`src/rtl/fetch_pkg.sv`:
```
// Shared definitions for the fetch-stage PC controller.
//   fetch_state_e      : controller state encoding (BOOT=0, RUN=1, HALTED=2)
//   DefaultResetVector : PC loaded by reset unless overridden
//   DefaultTrapVector  : PC loaded on trap entry unless overridden
package fetch_pkg;

    typedef enum logic [1:0] {
        StBoot   = 2'd0,
        StRun    = 2'd1,
        StHalted = 2'd2
    } fetch_state_e;

    localparam logic [31:0] DefaultResetVector = 32'h0000_0000;
    localparam logic [31:0] DefaultTrapVector  = 32'h0000_0080;

endpackage

```
`src/rtl/pc_next_sel.sv`:
```
// Combinational next-PC priority mux for the fetch PC controller.
// Applies the RUN-state update rules (trap, eret, redirect, halt, advance)
// and reports when the FSM must move to HALTED.
//   run_i          : controller is in RUN; otherwise all state holds
//   fetch_valid_i  : current PC is being offered to instruction memory
//   fetch_ready_i  : instruction memory accepts the current PC
//   trap_i/eret_i  : exception request / return from trap
//   redirect_i     : load target_i (traps if target_i is misaligned)
//   halt_i         : request halt
//   pc_i/epc_i     : current PC / saved trap PC
//   in_trap_i      : trap handler active
//   misaligned_i   : sticky misaligned-redirect flag
//   pc_o/epc_o/in_trap_o/misaligned_o : next values of the above
//   halt_o         : move to HALTED (halt request or double fault)
module pc_next_sel
    import fetch_pkg::*;
#(
    parameter int unsigned        WIDTH       = 32,
    parameter logic [WIDTH-1:0]   TRAP_VECTOR = WIDTH'(DefaultTrapVector),
    parameter int unsigned        INC         = 4,
    parameter int unsigned        ALIGN_BITS  = 2
) (
    input  logic               run_i,
    input  logic               fetch_valid_i,
    input  logic               fetch_ready_i,
    input  logic               trap_i,
    input  logic               eret_i,
    input  logic               redirect_i,
    input  logic               halt_i,
    input  logic [WIDTH-1:0]   target_i,
    input  logic [WIDTH-1:0]   pc_i,
    input  logic [WIDTH-1:0]   epc_i,
    input  logic               in_trap_i,
    input  logic               misaligned_i,
    output logic [WIDTH-1:0]   pc_o,
    output logic [WIDTH-1:0]   epc_o,
    output logic               in_trap_o,
    output logic               misaligned_o,
    output logic               halt_o
);

    // Mask of low bits that must be zero; an all-zero mask disables the check.
    localparam logic [WIDTH-1:0] AlignMask = WIDTH'((64'd1 << ALIGN_BITS) - 64'd1);

    logic target_misaligned;
    logic take_trap;

    assign target_misaligned = |(target_i & AlignMask);

    always_comb begin
        pc_o         = pc_i;
        epc_o        = epc_i;
        in_trap_o    = in_trap_i;
        misaligned_o = misaligned_i;
        halt_o       = 1'b0;
        take_trap    = 1'b0;

        if (run_i) begin
            if (trap_i) begin
                take_trap = 1'b1;
            end else if (eret_i && in_trap_i) begin
                pc_o         = epc_i;
                in_trap_o    = 1'b0;
                misaligned_o = 1'b0;
            end else if (redirect_i) begin
                if (target_misaligned) begin
                    take_trap    = 1'b1;
                    misaligned_o = 1'b1;
                end else begin
                    pc_o = target_i;
                end
            end else if (halt_i) begin
                halt_o = 1'b1;
            end else if (fetch_valid_i && fetch_ready_i) begin
                pc_o = pc_i + WIDTH'(INC);
            end

            // A trap raised while already in the handler is a double fault:
            // freeze everything and halt instead of re-entering.
            if (take_trap) begin
                if (in_trap_i) begin
                    halt_o = 1'b1;
                end else begin
                    epc_o     = pc_i;
                    pc_o      = TRAP_VECTOR;
                    in_trap_o = 1'b1;
                end
            end
        end
    end

endmodule

```
`src/rtl/fetch_pc_ctrl.sv`:
```
// Fetch-stage program-counter controller. Holds the fetch PC, offers it to
// instruction memory with a valid/ready handshake and sequences BOOT/RUN/HALTED.
//   Clock          : rising-edge clock
//   Reset          : asynchronous active-high reset
//   Stall          : hold PC and suppress FetchValid
//   Redirect       : load RedirectTarget (branch/jump)
//   RedirectTarget : redirect address
//   Trap / Eret    : exception entry / return
//   Halt / Resume  : enter / leave HALTED
//   FetchReady     : instruction memory accepts PC
//   PC             : registered fetch address
//   FetchValid     : PC is a valid fetch request
//   EPC            : registered PC saved at trap entry
//   InTrap         : trap handler active
//   Misaligned     : last trap came from a misaligned redirect (sticky)
//   State          : BOOT=0, RUN=1, HALTED=2
module fetch_pc_ctrl
    import fetch_pkg::*;
#(
    parameter int unsigned        WIDTH        = 32,
    parameter logic [WIDTH-1:0]   RESET_VECTOR = WIDTH'(DefaultResetVector),
    parameter logic [WIDTH-1:0]   TRAP_VECTOR  = WIDTH'(DefaultTrapVector),
    parameter int unsigned        INC          = 4,
    parameter int unsigned        ALIGN_BITS   = 2
) (
    input  logic               Clock,
    input  logic               Reset,
    input  logic               Stall,
    input  logic               Redirect,
    input  logic [WIDTH-1:0]   RedirectTarget,
    input  logic               Trap,
    input  logic               Eret,
    input  logic               Halt,
    input  logic               Resume,
    input  logic               FetchReady,
    output logic [WIDTH-1:0]   PC,
    output logic               FetchValid,
    output logic [WIDTH-1:0]   EPC,
    output logic               InTrap,
    output logic               Misaligned,
    output logic [1:0]         State
);

    fetch_state_e     state_q, state_d;
    logic [WIDTH-1:0] pc_q, pc_d;
    logic [WIDTH-1:0] epc_q, epc_d;
    logic             in_trap_q, in_trap_d;
    logic             misaligned_q, misaligned_d;
    logic             halt_req;
    logic             run;

    assign run        = (state_q == StRun);
    assign FetchValid = run && !Stall;

    pc_next_sel #(
        .WIDTH       (WIDTH),
        .TRAP_VECTOR (TRAP_VECTOR),
        .INC         (INC),
        .ALIGN_BITS  (ALIGN_BITS)
    ) u_pc_next_sel (
        .run_i         (run),
        .fetch_valid_i (FetchValid),
        .fetch_ready_i (FetchReady),
        .trap_i        (Trap),
        .eret_i        (Eret),
        .redirect_i    (Redirect),
        .halt_i        (Halt),
        .target_i      (RedirectTarget),
        .pc_i          (pc_q),
        .epc_i         (epc_q),
        .in_trap_i     (in_trap_q),
        .misaligned_i  (misaligned_q),
        .pc_o          (pc_d),
        .epc_o         (epc_d),
        .in_trap_o     (in_trap_d),
        .misaligned_o  (misaligned_d),
        .halt_o        (halt_req)
    );

    always_comb begin
        state_d = state_q;
        unique case (state_q)
            StBoot:   state_d = StRun;
            StRun:    if (halt_req) state_d = StHalted;
            StHalted: if (Resume) state_d = StRun;
            default:  state_d = StBoot;
        endcase
    end

    always_ff @(posedge Clock or posedge Reset) begin
        if (Reset) begin
            state_q      <= StBoot;
            pc_q         <= RESET_VECTOR;
            epc_q        <= '0;
            in_trap_q    <= 1'b0;
            misaligned_q <= 1'b0;
        end else begin
            state_q      <= state_d;
            pc_q         <= pc_d;
            epc_q        <= epc_d;
            in_trap_q    <= in_trap_d;
            misaligned_q <= misaligned_d;
        end
    end

    assign PC         = pc_q;
    assign EPC        = epc_q;
    assign InTrap     = in_trap_q;
    assign Misaligned = misaligned_q;
    assign State      = state_q;

endmodule

```
`config.mk`:
```
export PLATFORM = sky130hd
export DESIGN_NAME = fetch_pc_ctrl
export DESIGN_NICKNAME = d
export VERILOG_FILES = /design/src/rtl/fetch_pkg.sv /design/src/rtl/pc_next_sel.sv /design/src/rtl/fetch_pc_ctrl.sv
export SDC_FILE = /design/constraint.sdc
export NUM_CORES = 1
export LEC_CHECK = 0
export ABC_AREA = 1
export BUFFER_PORTS_ARGS = -buffer_cell sky130_fd_sc_hd__buf_2
export CORE_ASPECT_RATIO = 0.75
export CORE_UTILIZATION = 60
export CTS_BUF_LIST = sky130_fd_sc_hd__clkbuf_8
export CTS_CLUSTER_DIAMETER = 200
export DETAILED_ROUTE_END_ITERATION = 6
export PLACE_DENSITY = 0.88
export SLEW_MARGIN = 20
export SYNTH_ARGS = -nofsm -noshare
export SYNTH_HDL_FRONTEND = slang
export SYNTH_SLANG_ARGS = --single-unit
```
`constraint.sdc`:
```
create_clock -name Clock -period 4.1 [get_ports Clock]
set_input_delay 0.205 -clock Clock [delete_from_list [all_inputs] [get_ports Clock]]
set_output_delay 0.205 -clock Clock [all_outputs]
set_load 0.02 [all_outputs]
```
==> key figures, run 1 <==
Run status
  – Result of the run: complete, but fails checks
  – Violated checks: DRC

Drt
  – Routed length per instance: 18.3 um
  – Post-detailed-route DRC marker count: 1
  – Drt total wl: 16.5 mm
  – Pre-antenna DRT Iters: 7
  – DR vias/cell: 6.24
  – Initial DRC Count: 542
  – DRT antenna net count: 0
  – Total via count in the routed design: 5626

STA
  – Final count of pins violating max slew: 0
  – Final period demand of the worst path: 2.97 ns
  – Worst clock skew on the final layout: 0.0143 ns
  – Final Hold Fails: 0
  – Relative slew slack: 0.376
  – Slew of the pin with the lowest slew margin: 0.934 ns
  – Post-route fraction of the period consumed by the critical path: 0.724
  – RSZ-0062 raised after global routing: no
  – Maximum clock frequency: 337 MHz
  – Number of setup violations in the final report: 0
  – Worst hold slack: 0.174 ns
  – Total Neg Setup Slack: 0 ns

Die
  – Placeable core area: 7400 um2
  – Initial Utilization: 0.625
  – Standard-cell row count: 27
  – Number of top-level pins: 110
  – Vertical die dimension: 78.1 um
  – Area of the die: 8070 um2
  – Overall die width: 103 um

Logic synthesis
  – Distinct cell type count after synthesis: 39
  – Post-synthesis net count: 737
  – Count of mapped cells out of synthesis: 695
  – Fraction of the yosys area taken by sequential cells: 0.368
  – Fraction of synthesis flops using an asynchronous set or reset pin: 1.00
  – Post-Synthesis Cell Area: 4630 um2
  – Warnings from Yosys: 0
  – Post-Syn Area per Cell: 6.66 um2
  – Synth Flop Type: sky130_fd_sc_hd__dfrtp_1
  – Seq cells post-synth: 68
  – Count of flip-flops with a built-in enable after synthesis: 0

Placement
  – Area after detailed placement: 5210 um2
  – Count of buffers inserted at the top-level ports: 109
  – Final RePlAce weighted congestion: 1.02
  – HPWL Detailed: 11.6 mm

Layout
  – Diodes inserted: 0
  – Number of nets in the final layout: 837
  – Storage cell area: 1700 um2
  – Multi-input combinational cell area: 2520 um2
  – Share of final-layout standard cells stronger than drive strength 1: 0.194
  – Area added between synthesis and finish: 18.2%
  – Filler Cell Count: 597
  – Area of all placed cells without fillers: 5470 um2

Clock network
  – Max Buffers Root-to-Sink: 2
  – Total of hold buffers inserted after clock tree synthesis: 1
  – Root cell of the clock tree: sky130_fd_sc_hd__clkbuf_8
  – Total CTS buffers: 9
  – Clock tree from TritonCTS: yes
  – Number of sinks handled by clock tree synthesis: 68
  – Post-cts repair resize count: 0
  – Htree depth: 3
  – CTS clk-pin slew, worst paths: 0.08 ns
  – Source-to-sink clock delay at the later pin of the worst-skew pair: 0.36 ns
  – Post-CTS Repair Setup Buffers: 0

Worst setup path
  – Crit path capture type: flip-flop
  – Critical Path Source Type: flip-flop
  – Register-to-Register Setup Slack: 1.13 ns
  – CP peak stage delay: 0.71 ns
  – Critical path class: flip-flop to flip-flop
  – Arrival time reported for the critical path endpoint: 3.26 ns
  – Cell repeated most along the worst path: sky130_fd_sc_hd__inv_1
  – Crit path max-delay cell type: sky130_fd_sc_hd__nor2_2
  – Worst r2r dst: State[1]
  – Worst setup path endpoint: State[1]
  – Origin of the worst setup path: InTrap
  – Chain of cells forming the critical path: nand2_2, inv_1, nor2_2, inv_1, nor3_1, nor2_1, o21bai_1
  – Critical path required time: 4.39 ns
  – Critical R2R Launch: InTrap
  – CP Max Fanout: 26
  – FF-to-FF path depth: 7

Run
  – Total of max-cap violations: 0

Power
  – Fraction of power consumed by combinational cells: 0.479
  – Internal power of the cells: 1.98 mW
  – Leakage power summed over all cells: 2.70 nW
  – Net Sw Frac: 0.502
  – Final Power: 3.97 mW
  – Sw Pwr: 1.99 mW
  – Total power density per cell area: 726 nW/um2
  – VDD IR max: 0.409 mV
  – Clk network pwr share: 0.182
  – Seq pwr share: 0.340

Global routing
  – Vias in the first global route: 5248
  – Global-route wire length before repair: 26.8 mm
  – Overall global routing resource usage: 0.440
  – Antenna violations before repair: 0
  – Largest net degree at the start of global routing: 37
  – Congestion Overflow GR: 0

Worst hold path
  – Worst min-delay path startpoint: RedirectTarget[9]
  – Path type of the worst min-delay path: primary input to flip-flop
## stage by stage
stage	util	std cells	worst slack, ns
after CTS	0.739	901	1.24
after floorplan	-	695	2.18
final	0.739	901	1.13
after global placement	0.704	884	1.36
after global routing	0.739	901	1.00
after detailed placement	0.704	884	1.29
## power by group through the flow
stage / registers, mW / clock network [mW] / logic (mW)
floorplan: 1.60 / 0 / 0.948
global placement: 1.32 / 0 / 1.79
detailed placement: 1.33 / 0 / 1.85
CTS: 1.33 / 0.717 / 1.86
global route: 1.38 / 0.740 / 2.09
finish: 1.35 / 0.722 / 1.90
## cell families (layout without fill, tap and decap cells)
| group | Yosys count | after routing | synth area share |
|---|---|---|---|
| fa+ha+maj | 1 | 1 | 0.00270 |
| compound gates | 137 | 137 | 0.171 |
| flops | 68 | 68 | 0.368 |
| xor+xnor | 6 | 6 | 0.0114 |
| buf+inv | 101 | 206 | 0.0882 |
| simple gates | 381 | 381 | 0.356 |
| mux | 1 | 1 | 0.00243 |
## layout make-up
type,instances,area share
Sequential cell,68,0.311
Timing Repair Buffer,115,0.108
Multi-Input combinational cell,526,0.460
Tap cell,101,0.0231
Inverter,75,0.0515
Clock buffer,11,0.0277
Clock inverter,5,0.0181
## per-layer routing
layer / vias up / GRT usage / share of wire
met5: - / 0 / 0
met2: 470 / 0.648 / 0.43
li1: 2497 / - / -
met4: 0 / 0.177 / 0.033
met3: 78 / 0.104 / 0.13
met1: 2581 / 0.619 / 0.41
## cells in the final DEF, fill, tap and decap left out, types with 6 or more instances in the layout
cell type	n
sky130_fd_sc_hd__a211oi_1	6
sky130_fd_sc_hd__a21oi_1	22
sky130_fd_sc_hd__buf_2	109
sky130_fd_sc_hd__clkbuf_8	11
sky130_fd_sc_hd__dfrtp_1	68
sky130_fd_sc_hd__inv_1	70
sky130_fd_sc_hd__nand2_1	211
sky130_fd_sc_hd__nand3_1	63
sky130_fd_sc_hd__nand4_1	11
sky130_fd_sc_hd__nor2_1	66
sky130_fd_sc_hd__nor3_1	12
sky130_fd_sc_hd__o2111ai_1	6
sky130_fd_sc_hd__o21ai_0	70
sky130_fd_sc_hd__o22ai_1	15
sky130_fd_sc_hd__xor2_1	6
## Yosys cell counts, types with 4 or more instances
cell type / instances / area share
sky130_fd_sc_hd__nor2_4: 5 / 0.012
sky130_fd_sc_hd__o2111ai_1: 6 / 0.011
sky130_fd_sc_hd__buf_2: 8 / 0.0087
sky130_fd_sc_hd__clkbuf_1: 15 / 0.012
sky130_fd_sc_hd__inv_2: 4 / 0.0032
sky130_fd_sc_hd__nand2_1: 211 / 0.17
sky130_fd_sc_hd__nor3_1: 12 / 0.013
sky130_fd_sc_hd__inv_1: 70 / 0.057
sky130_fd_sc_hd__nand2_2: 4 / 0.0054
sky130_fd_sc_hd__o22ai_1: 15 / 0.020
sky130_fd_sc_hd__nand4_1: 11 / 0.015
sky130_fd_sc_hd__nor2_1: 66 / 0.054
sky130_fd_sc_hd__nor2_2: 4 / 0.0054
sky130_fd_sc_hd__dfrtp_1: 68 / 0.37
sky130_fd_sc_hd__o21ai_0: 70 / 0.076
sky130_fd_sc_hd__nand3_1: 63 / 0.068
sky130_fd_sc_hd__a21oi_1: 22 / 0.024
sky130_fd_sc_hd__xor2_1: 6 / 0.011
sky130_fd_sc_hd__a211oi_1: 6 / 0.0097
## registers in the layout, summed over array words and instances, names as in the netlist
name,flops
EPC,32
PC,32
State,2
InTrap,1
Misaligned,1
## worst min-delay path by stage
| stage | end | slack (ns) | cells past startpoint |
|---|---|---|---|
| global placement | EPC[16] | 0.34 | 2 |
| CTS | PC[6] | 0.16 | 5 |
| finish | PC[9] | 0.17 | 5 |
| global route | State[1] | 0.17 | 3 |
| detailed placement | EPC[16] | 0.36 | 2 |
| floorplan | InTrap | 0.37 | 3 |
## worst max-delay path: cells and delay by family (launching register included)
kind | cells | cell delay [ns]
compound gates | 1 | 0.12
buf+inv | 2 | 0.71
flops | 1 | 0.47
simple gates | 4 | 1.59
No activity file was read; power rests on OpenSTA's default activity.
==> run 2: changes to the inputs <==
- ABC_AREA: 1 -> 0
- CORE_UTILIZATION: 60 -> 56
- PLACE_DENSITY: 0.88 -> 0.83
- clock period: 4.1 -> 3.11 ns (I/O delays scaled with it)
==> key figures, run 2 <==
Run status
  – Result of the run: finished clean

Logic synthesis
  – Largest family of logic cells by synthesized area: compound AO/OA/AOI/OAI gates
  – Top cells by area in the synthesized netlist: sky130_fd_sc_hd__dfrtp_1, sky130_fd_sc_hd__nand2_1, sky130_fd_sc_hd__o21ai_0
  – Post-Syn Area per Cell: 8.24 um2 (+24%)
  – Count of mapped cells out of synthesis: 540 (-22%)
  – Post-synthesis adder-cell area fraction: 0.00281 (+0.000106)
  – Fraction of the yosys area taken by sequential cells: 0.382 (+0.0145)
  – Count of flip-flops with a built-in enable after synthesis: 0 (unchanged)
  – Area share of the largest cell type after synthesis: 0.382 (+0.0145)
  – Area leader, netlist: sky130_fd_sc_hd__dfrtp_1
  – Synth Flop Type: sky130_fd_sc_hd__dfrtp_1
  – Post-synthesis net count: 582 (-21%)
  – Dominant cell by count in the synthesized netlist: sky130_fd_sc_hd__nand2_1
  – Distinct cell type count after synthesis: 70 (+79%)
  – Xor/xnor share of the synthesized area: 0.00197 (-0.00939)
  – Warnings from Yosys: 0 (unchanged)
  – Fraction of synthesis flops using an asynchronous set or reset pin: 1.00 (unchanged)
  – Fraction of the mapped netlist area in simple logic gates: 0.231 (-0.125)
  – Synthesized-area fraction occupied by ao, oa, aoi and oai cells: 0.292 (+0.121)
  – Multiplexer area fraction after synthesis: 0.0329 (+0.0304)
  – Seq cells post-synth: 68 (unchanged)
  – Post-Synthesis Cell Area: 4450 um2 (-3.8%)
  – Synth top cells by count: sky130_fd_sc_hd__nand2_1, sky130_fd_sc_hd__dfrtp_1, sky130_fd_sc_hd__o21ai_0, sky130_fd_sc_hd__a21oi_1, sky130_fd_sc_hd__clkbuf_1

Die
  – Standard-cell row count: 27 (unchanged)
  – Initial Utilization: 0.594 (-0.0318)
  – Overall die width: 105 um (+1.5%)
  – Area of the die: 8310 um2 (+3.0%)
  – Vertical die dimension: 79.2 um (+1.5%)
  – Placeable core area: 7500 um2 (+1.4%)
  – Number of top-level pins: 110 (unchanged)

Clock network
  – Total CTS buffers: 9 (unchanged)
  – Post-cts repair resize count: 0 (unchanged)
  – Clock tree from TritonCTS: yes
  – Htree depth: 3 (unchanged)
  – Number of sinks handled by clock tree synthesis: 68 (unchanged)
  – Root cell of the clock tree: sky130_fd_sc_hd__clkbuf_8
  – Source-to-sink clock delay at the later pin of the worst-skew pair: 0.35 ns (about the same)
  – Max Buffers Root-to-Sink: 2 (unchanged)
  – Post-CTS Repair Setup Buffers: 0 (unchanged)
  – CTS clk-pin slew, worst paths: 0.08 ns (about the same)

Power
  – Seq pwr share: 0.359 (+0.019)
  – Fraction of power consumed by combinational cells: 0.475 (-0.004)
  – Leakage power summed over all cells: 2.50 nW (-7.4%)
  – Clk network pwr share: 0.165 (-0.017)
  – Total power density per cell area: 859 nW/um2 (+18%)
  – Sw Pwr: 2.22 mW (+11%)
  – Net Sw Frac: 0.483 (-0.0190)
  – Internal power of the cells: 2.38 mW (+20%)
  – Final Power: 4.59 mW (+16%)
  – VDD IR max: 0.504 mV (+23%)

Drt
  – Pre-antenna DRT Iters: 5 (-2)
  – Initial DRC Count: 595 (+9.8%)
  – Post-detailed-route DRC marker count: 0 (-1)
  – Uppermost signal routing layer after detailed routing: met4
  – Routed length per instance: 20.2 um (+10%)
  – Wire length on met1: 6.41 mm (-4.6%)
  – Met2 routed wirelength: 6.57 mm (-7.0%)
  – Detailed route wirelength on metal3: 1.77 mm (-19%)
  – Total via count in the routed design: 4935 (-12%)
  – DRT antenna net count: 0 (unchanged)
  – DR vias/cell: 6.59 (+5.5%)
  – Drt total wl: 15.1 mm (-8.3%)

Layout
  – Area of all placed cells without fillers: 5350 um2 (-2.2%)
  – Area added between synthesis and finish: 20.2%
  – Cell Count, Final, Fillers Out: 749 (-17%)
  – Most common cell after layout, fill and taps aside: sky130_fd_sc_hd__buf_2
  – Number of nets in the final layout: 685 (-18%)
  – Fin util: 0.713 (-0.0262)
  – Commonest non-fill, non-tap cells in the layout: sky130_fd_sc_hd__buf_2, sky130_fd_sc_hd__nand2_1, sky130_fd_sc_hd__dfrtp_1, sky130_fd_sc_hd__o21ai_0, sky130_fd_sc_hd__a21oi_1
  – Diodes inserted: 0 (unchanged)
  – Share of final-layout standard cells stronger than drive strength 1: 0.259 (+0.0655)

STA
  – Slew of the pin with the lowest slew margin: 0.996 ns (+0.0622 ns)
  – Final Hold Fails: 0 (unchanged)
  – RSZ-0062 raised after global routing: no
  – Number of setup violations in the final report: 0 (unchanged)
  – Final count of pins violating max slew: 0 (unchanged)
  – Relative slew slack: 0.332 (-0.0440)
  – Worst hold slack: 0.0839 ns (-0.0897 ns)
  – Total Neg Setup Slack: 0 ns (unchanged)
  – Worst clock skew on the final layout: 0.00823 ns (-0.00608 ns)
  – Post-route fraction of the period consumed by the critical path: 0.936 (+0.212)
  – Final period demand of the worst path: 2.91 ns (-0.0568 ns)
  – Maximum clock frequency: 343 MHz (+2.0%)
  – Final worst slack: 0.198 ns (-0.933 ns)

Global routing
  – Global-route wire length before repair: 24.0 mm (-10%)
  – Overall global routing resource usage: 0.375 (-0.0645)
  – Antenna violations before repair: 0 (unchanged)
  – Congestion Overflow GR: 0 (unchanged)
  – Largest net degree at the start of global routing: 38 (+2.7%)
  – Vias in the first global route: 4628 (-12%)

Worst setup path
  – Worst setup path endpoint: PC[9]
  – Crit path capture type: flip-flop
  – CP Max Fanout: 22 (-15%)
  – Register-to-Register Setup Slack: 0.20 ns (-0.93 ns)
  – Critical path required time: 3.40 ns (-0.99 ns)
  – FF-to-FF path depth: 6 (-1)
  – Critical Path Source Type: flip-flop
  – Crit path max-delay cell type: sky130_fd_sc_hd__a211oi_1
  – Critical path class: flip-flop to flip-flop
  – Critical R2R Launch: InTrap
  – Chain of cells forming the critical path: inv_1, a211oi_1, buf_4, a21boi_0, a31o_2, a22o_1
  – Worst r2r dst: PC[9]
  – Arrival time reported for the critical path endpoint: 3.20 ns (-0.06 ns)
  – Origin of the worst setup path: InTrap
  – CP peak stage delay: 0.86 ns (+0.15 ns)

Worst hold path
  – Path type of the worst min-delay path: primary input to flip-flop

Placement
  – Count of buffers inserted at the top-level ports: 109 (unchanged)
  – Final RePlAce weighted congestion: 0.981 (-4.0%)
  – Worst-case setup slack after placement: 0.323 ns (-0.969 ns)
  – HPWL Detailed: 10.7 mm (-7.3%)
  – Placed Cells incl. Taps: 731 (-17%)
  – Area after detailed placement: 5130 um2 (-1.5%)

Run
  – Total of max-cap violations: 0 (unchanged)
## run 2: cell count changes in the layout (fill, tap and decap cells not counted), sizes merged, moves of 12 or more
| cell | previous run | this run |
|---|---|---|
| buf | 114 | 129 |
| inv | 75 | 22 |
| a21oi | 22 | 37 |
| nand3 | 63 | 16 |
| o2bb2ai | 0 | 12 |
| o21ai | 74 | 54 |
| nand2 | 216 | 97 |
| nor2 | 75 | 21 |
## run 2: layout make-up
| class | count | area [um2] |
|---|---|---|
| repair buffers | 131 | 726 |
| clock inverters | 6 | 63.8 |
| flip-flops and latches | 68 | 1700 |
| fillers | 663 | 2150 |
| clock buffers | 10 | 138 |
| inverters | 23 | 86.3 |
| multi-input cells | 410 | 2510 |
| well taps | 101 | 126 |
## run 2: worst min-delay path by stage
stage                           start       end  slack (ns)  cells after the start
floorplan                      Resume  State[0]        0.33                      2
global placement                Reset    EPC[4]        0.36                      2
detailed placement              Reset    EPC[4]        0.36                      2
CTS                            Resume  State[1]        0.08                      3
global route        RedirectTarget[6]     PC[6]        0.08                      3
finish              RedirectTarget[6]     PC[6]        0.08                      3
## run 2: repair_timing
item / CTS / global route
endpoints found under the setup margin: 0 / 0
hold buffers: 1 / 0
hold endpoints to repair: 35 / 0
## run 2: cell families (layout without fill, tap and decap cells)
logic type,count (synthesis),count (layout)
and+or+nand+nor,203,203
DFF,68,68
muxes,14,14
buffers and inverters,62,170
adders and majority gates,1,1
AOI/OAI and AO/OA,191,191
xor gates and xnor gates,1,1
## run 2: power by group through the flow
stage	registers (mW)	logic [mW]	clock network, mW
detailed placement	1.64	2.14	0
finish	1.65	2.18	0.760
global route	1.69	2.36	0.792
CTS	1.63	2.15	0.766
global placement	1.61	2.09	0
floorplan	1.84	1.12	0
## run 2: metal layers
metal | up-vias | GRT usage
met1 | 2304 | 0.525
met3 | 53 | 0.0690
met2 | 364 | 0.583
li1 | 2214 | -
met5 | - | 0
met4 | 0 | 0.138
## run 2: worst max-delay path: cells and delay by family, from the launching register on
| family | cells | cell delay [ns] |
|---|---|---|
| buffers and inverters | 2 | 0.56 |
| AOI/OAI and AO/OA | 4 | 1.49 |
| DFF | 1 | 0.81 |
==> run 3: changes to the inputs <==
==> constraint.sdc (replaced) <==
create_clock -name Clock -period 3.11 [get_ports Clock]
set_input_delay 0.4665 -clock Clock [delete_from_list [all_inputs] [get_ports Clock]]
set_output_delay 0.4665 -clock Clock [all_outputs]
set_load 0.02 [all_outputs]
==> key figures, run 3 (synthesized netlist as in run 2, its figures left out) <==
Layout
  – Filler Cell Count: 616 (-7.1%)
  – Number of nets in the final layout: 686 (+0.15%)
  – Area added between synthesis and finish: 20.5%
  – Diodes inserted: 0 (unchanged)
  – Share of final-layout standard cells stronger than drive strength 1: 0.262 (+0.00268)
  – Commonest non-fill, non-tap cells in the layout: sky130_fd_sc_hd__buf_2, sky130_fd_sc_hd__nand2_1, sky130_fd_sc_hd__dfrtp_1, sky130_fd_sc_hd__o21ai_0, sky130_fd_sc_hd__a21oi_1
  – Most common cell after layout, fill and taps aside: sky130_fd_sc_hd__buf_2

Die
  – Area of the die: 8310 um2 (unchanged)
  – Number of top-level pins: 110 (unchanged)
  – Placeable core area: 7500 um2 (unchanged)
  – Overall die width: 105 um (unchanged)
  – Vertical die dimension: 79.2 um (unchanged)
  – Initial Utilization: 0.594 (unchanged)
  – Standard-cell row count: 27 (unchanged)

Clock network
  – Max Buffers Root-to-Sink: 2 (unchanged)
  – Clock tree from TritonCTS: yes
  – Number of sinks handled by clock tree synthesis: 68 (unchanged)
  – CTS clk-pin slew, worst paths: 0.08 ns (about the same)
  – Post-cts repair resize count: 0 (unchanged)
  – Post-CTS Repair Setup Buffers: 0 (unchanged)
  – Htree depth: 3 (unchanged)
  – Root cell of the clock tree: sky130_fd_sc_hd__clkbuf_8
  – Source-to-sink clock delay at the later pin of the worst-skew pair: 0.35 ns (about the same)
  – Total of hold buffers inserted after clock tree synthesis: 0 (-1)
  – Total CTS buffers: 9 (unchanged)

Worst setup path
  – Crit path capture type: flip-flop
  – Critical path required time: 3.38 ns (-0.02 ns)
  – Critical path class: flip-flop to flip-flop
  – CP Max Fanout: 26 (+18%)
  – CP peak stage delay: 0.83 ns (-0.03 ns)
  – Crit path max-delay cell type: sky130_fd_sc_hd__dfrtp_1
  – Chain of cells forming the critical path: inv_1, o211ai_1, buf_4, o21ai_0, a21oi_1
  – Arrival time reported for the critical path endpoint: 2.73 ns (-0.47 ns)
  – Critical Path Source Type: flip-flop

Run
  – Total of max-cap violations: 0 (unchanged)

STA
  – Relative slew slack: 0.329 (-0.00262)
  – Slew of the pin with the lowest slew margin: 1.00 ns (+0.00553 ns)
  – Post-route fraction of the period consumed by the critical path: 0.789 (-0.148)
  – RSZ-0062 raised after global routing: no
  – Worst clock skew on the final layout: 0.00895 ns (+0.000717 ns)
  – Worst hold slack: 0.190 ns (+0.106 ns)
  – Total Neg Setup Slack: 0 ns (unchanged)
  – Final count of pins violating max slew: 0 (unchanged)
  – Final period demand of the worst path: 2.45 ns (-0.459 ns)
  – Maximum clock frequency: 408 MHz (+19%)
  – Number of setup violations in the final report: 0 (unchanged)
  – Final Hold Fails: 0 (unchanged)

Drt
  – Drt total wl: 15.1 mm (-0.48%)
  – DR vias/cell: 6.65 (+0.92%)
  – Post-detailed-route DRC marker count: 0 (unchanged)
  – Total via count in the routed design: 4987 (+1.1%)
  – Routed length per instance: 20.1 um (-0.61%)
  – Pre-antenna DRT Iters: 5 (unchanged)
  – DRT antenna net count: 0 (unchanged)
  – Initial DRC Count: 537 (-9.7%)

Placement
  – HPWL Detailed: 10.6 mm (-0.70%)
  – Final RePlAce weighted congestion: 0.944 (-3.8%)
  – Count of buffers inserted at the top-level ports: 109 (unchanged)

Global routing
  – Antenna violations before repair: 0 (unchanged)
  – Overall global routing resource usage: 0.375 (about the same)
  – Global-route wire length before repair: 24.0 mm (about the same)
  – Congestion Overflow GR: 0 (unchanged)
  – Vias in the first global route: 4474 (-3.3%)
  – Largest net degree at the start of global routing: 35 (-7.9%)

Worst hold path
  – Path type of the worst min-delay path: primary input to async pin

Power
  – Final Power: 4.66 mW (+1.4%)
  – Leakage power summed over all cells: 2.52 nW (+0.71%)
  – Total power density per cell area: 869 nW/um2 (+1.1%)
  – VDD IR max: 0.545 mV (+8.2%)

Run status
  – Result of the run: finished clean
[run 3: cell count changes in the layout (fill, tap and decap cells not counted)]
cell	delta
sky130_fd_sc_hd__buf_4	+4
sky130_fd_sc_hd__clkinvlp_4	-2
sky130_fd_sc_hd__buf_12	-1
sky130_fd_sc_hd__bufinv_16	+1
sky130_fd_sc_hd__clkbuf_4	-1
sky130_fd_sc_hd__clkinv_4	+1
sky130_fd_sc_hd__dlygate4sd3_1	-1
[run 3: stage by stage]
step	std cells	util	instance area [um2]	worst slack, ns
floorplan	540	-	4450	0.932
CTS	750	0.715	5370	0.697
global route	750	0.715	5370	0.458
detailed placement	734	0.685	5140	0.660
finish	750	0.715	5370	0.657
global placement	734	0.685	5140	0.790
[run 3: area by class of cell]
type                    instances  area, um2  share of cell area
clock inverters                 6       87.6              0.0163
well taps                     101        126              0.0236
clock buffers                  10        138              0.0257
multi-input cells             410       2510               0.467
repair buffers                132        718               0.134
flip-flops and latches         68       1700               0.317
inverters                      23       86.3              0.0161
[run 3: worst paths after layout]
kind,to,slack (ns),depth (start not counted),from
max in group asynchronous,PC[7],2.12,3,Reset
hold / removal,EPC[31],0.19,2,Reset
setup reg to reg,PC[11],0.66,5,InTrap
min in group Clock,State[0],0.38,3,Resume
hold reg to reg,Misaligned,0.50,2,Misaligned
setup / recovery,PC[11],0.66,5,InTrap
[run 3: layer usage]
| metal | vias to the layer above | wire, um | track usage |
|---|---|---|---|
| li1 | 2224 | - | - |
| met1 | 2390 | 6300 | 0.540 |
| met2 | 338 | 6650 | 0.561 |
| met3 | 35 | 1780 | 0.0788 |
| met4 | 0 | 321 | 0.130 |
| met5 | - | 0 | 0 |
[run 3: worst max-delay path, delay by kind of cell, from the launching register on]
family / cells / cell delay, ns
AO/OA/AOI/OAI: 3 / 0.81
buffers and inverters: 2 / 0.73
flip-flops: 1 / 0.83
[run 3: report_power, final]
part / internal [mW] / leakage, nW / total [mW] / switching, mW
Combinational: 0.796 / 1.51 / 2.17 / 1.38
Clock: 0.473 / 0.116 / 0.838 / 0.364
Sequential: 1.19 / 0.893 / 1.65 / 0.465
Total: 2.45 / 2.52 / 4.66 / 2.21
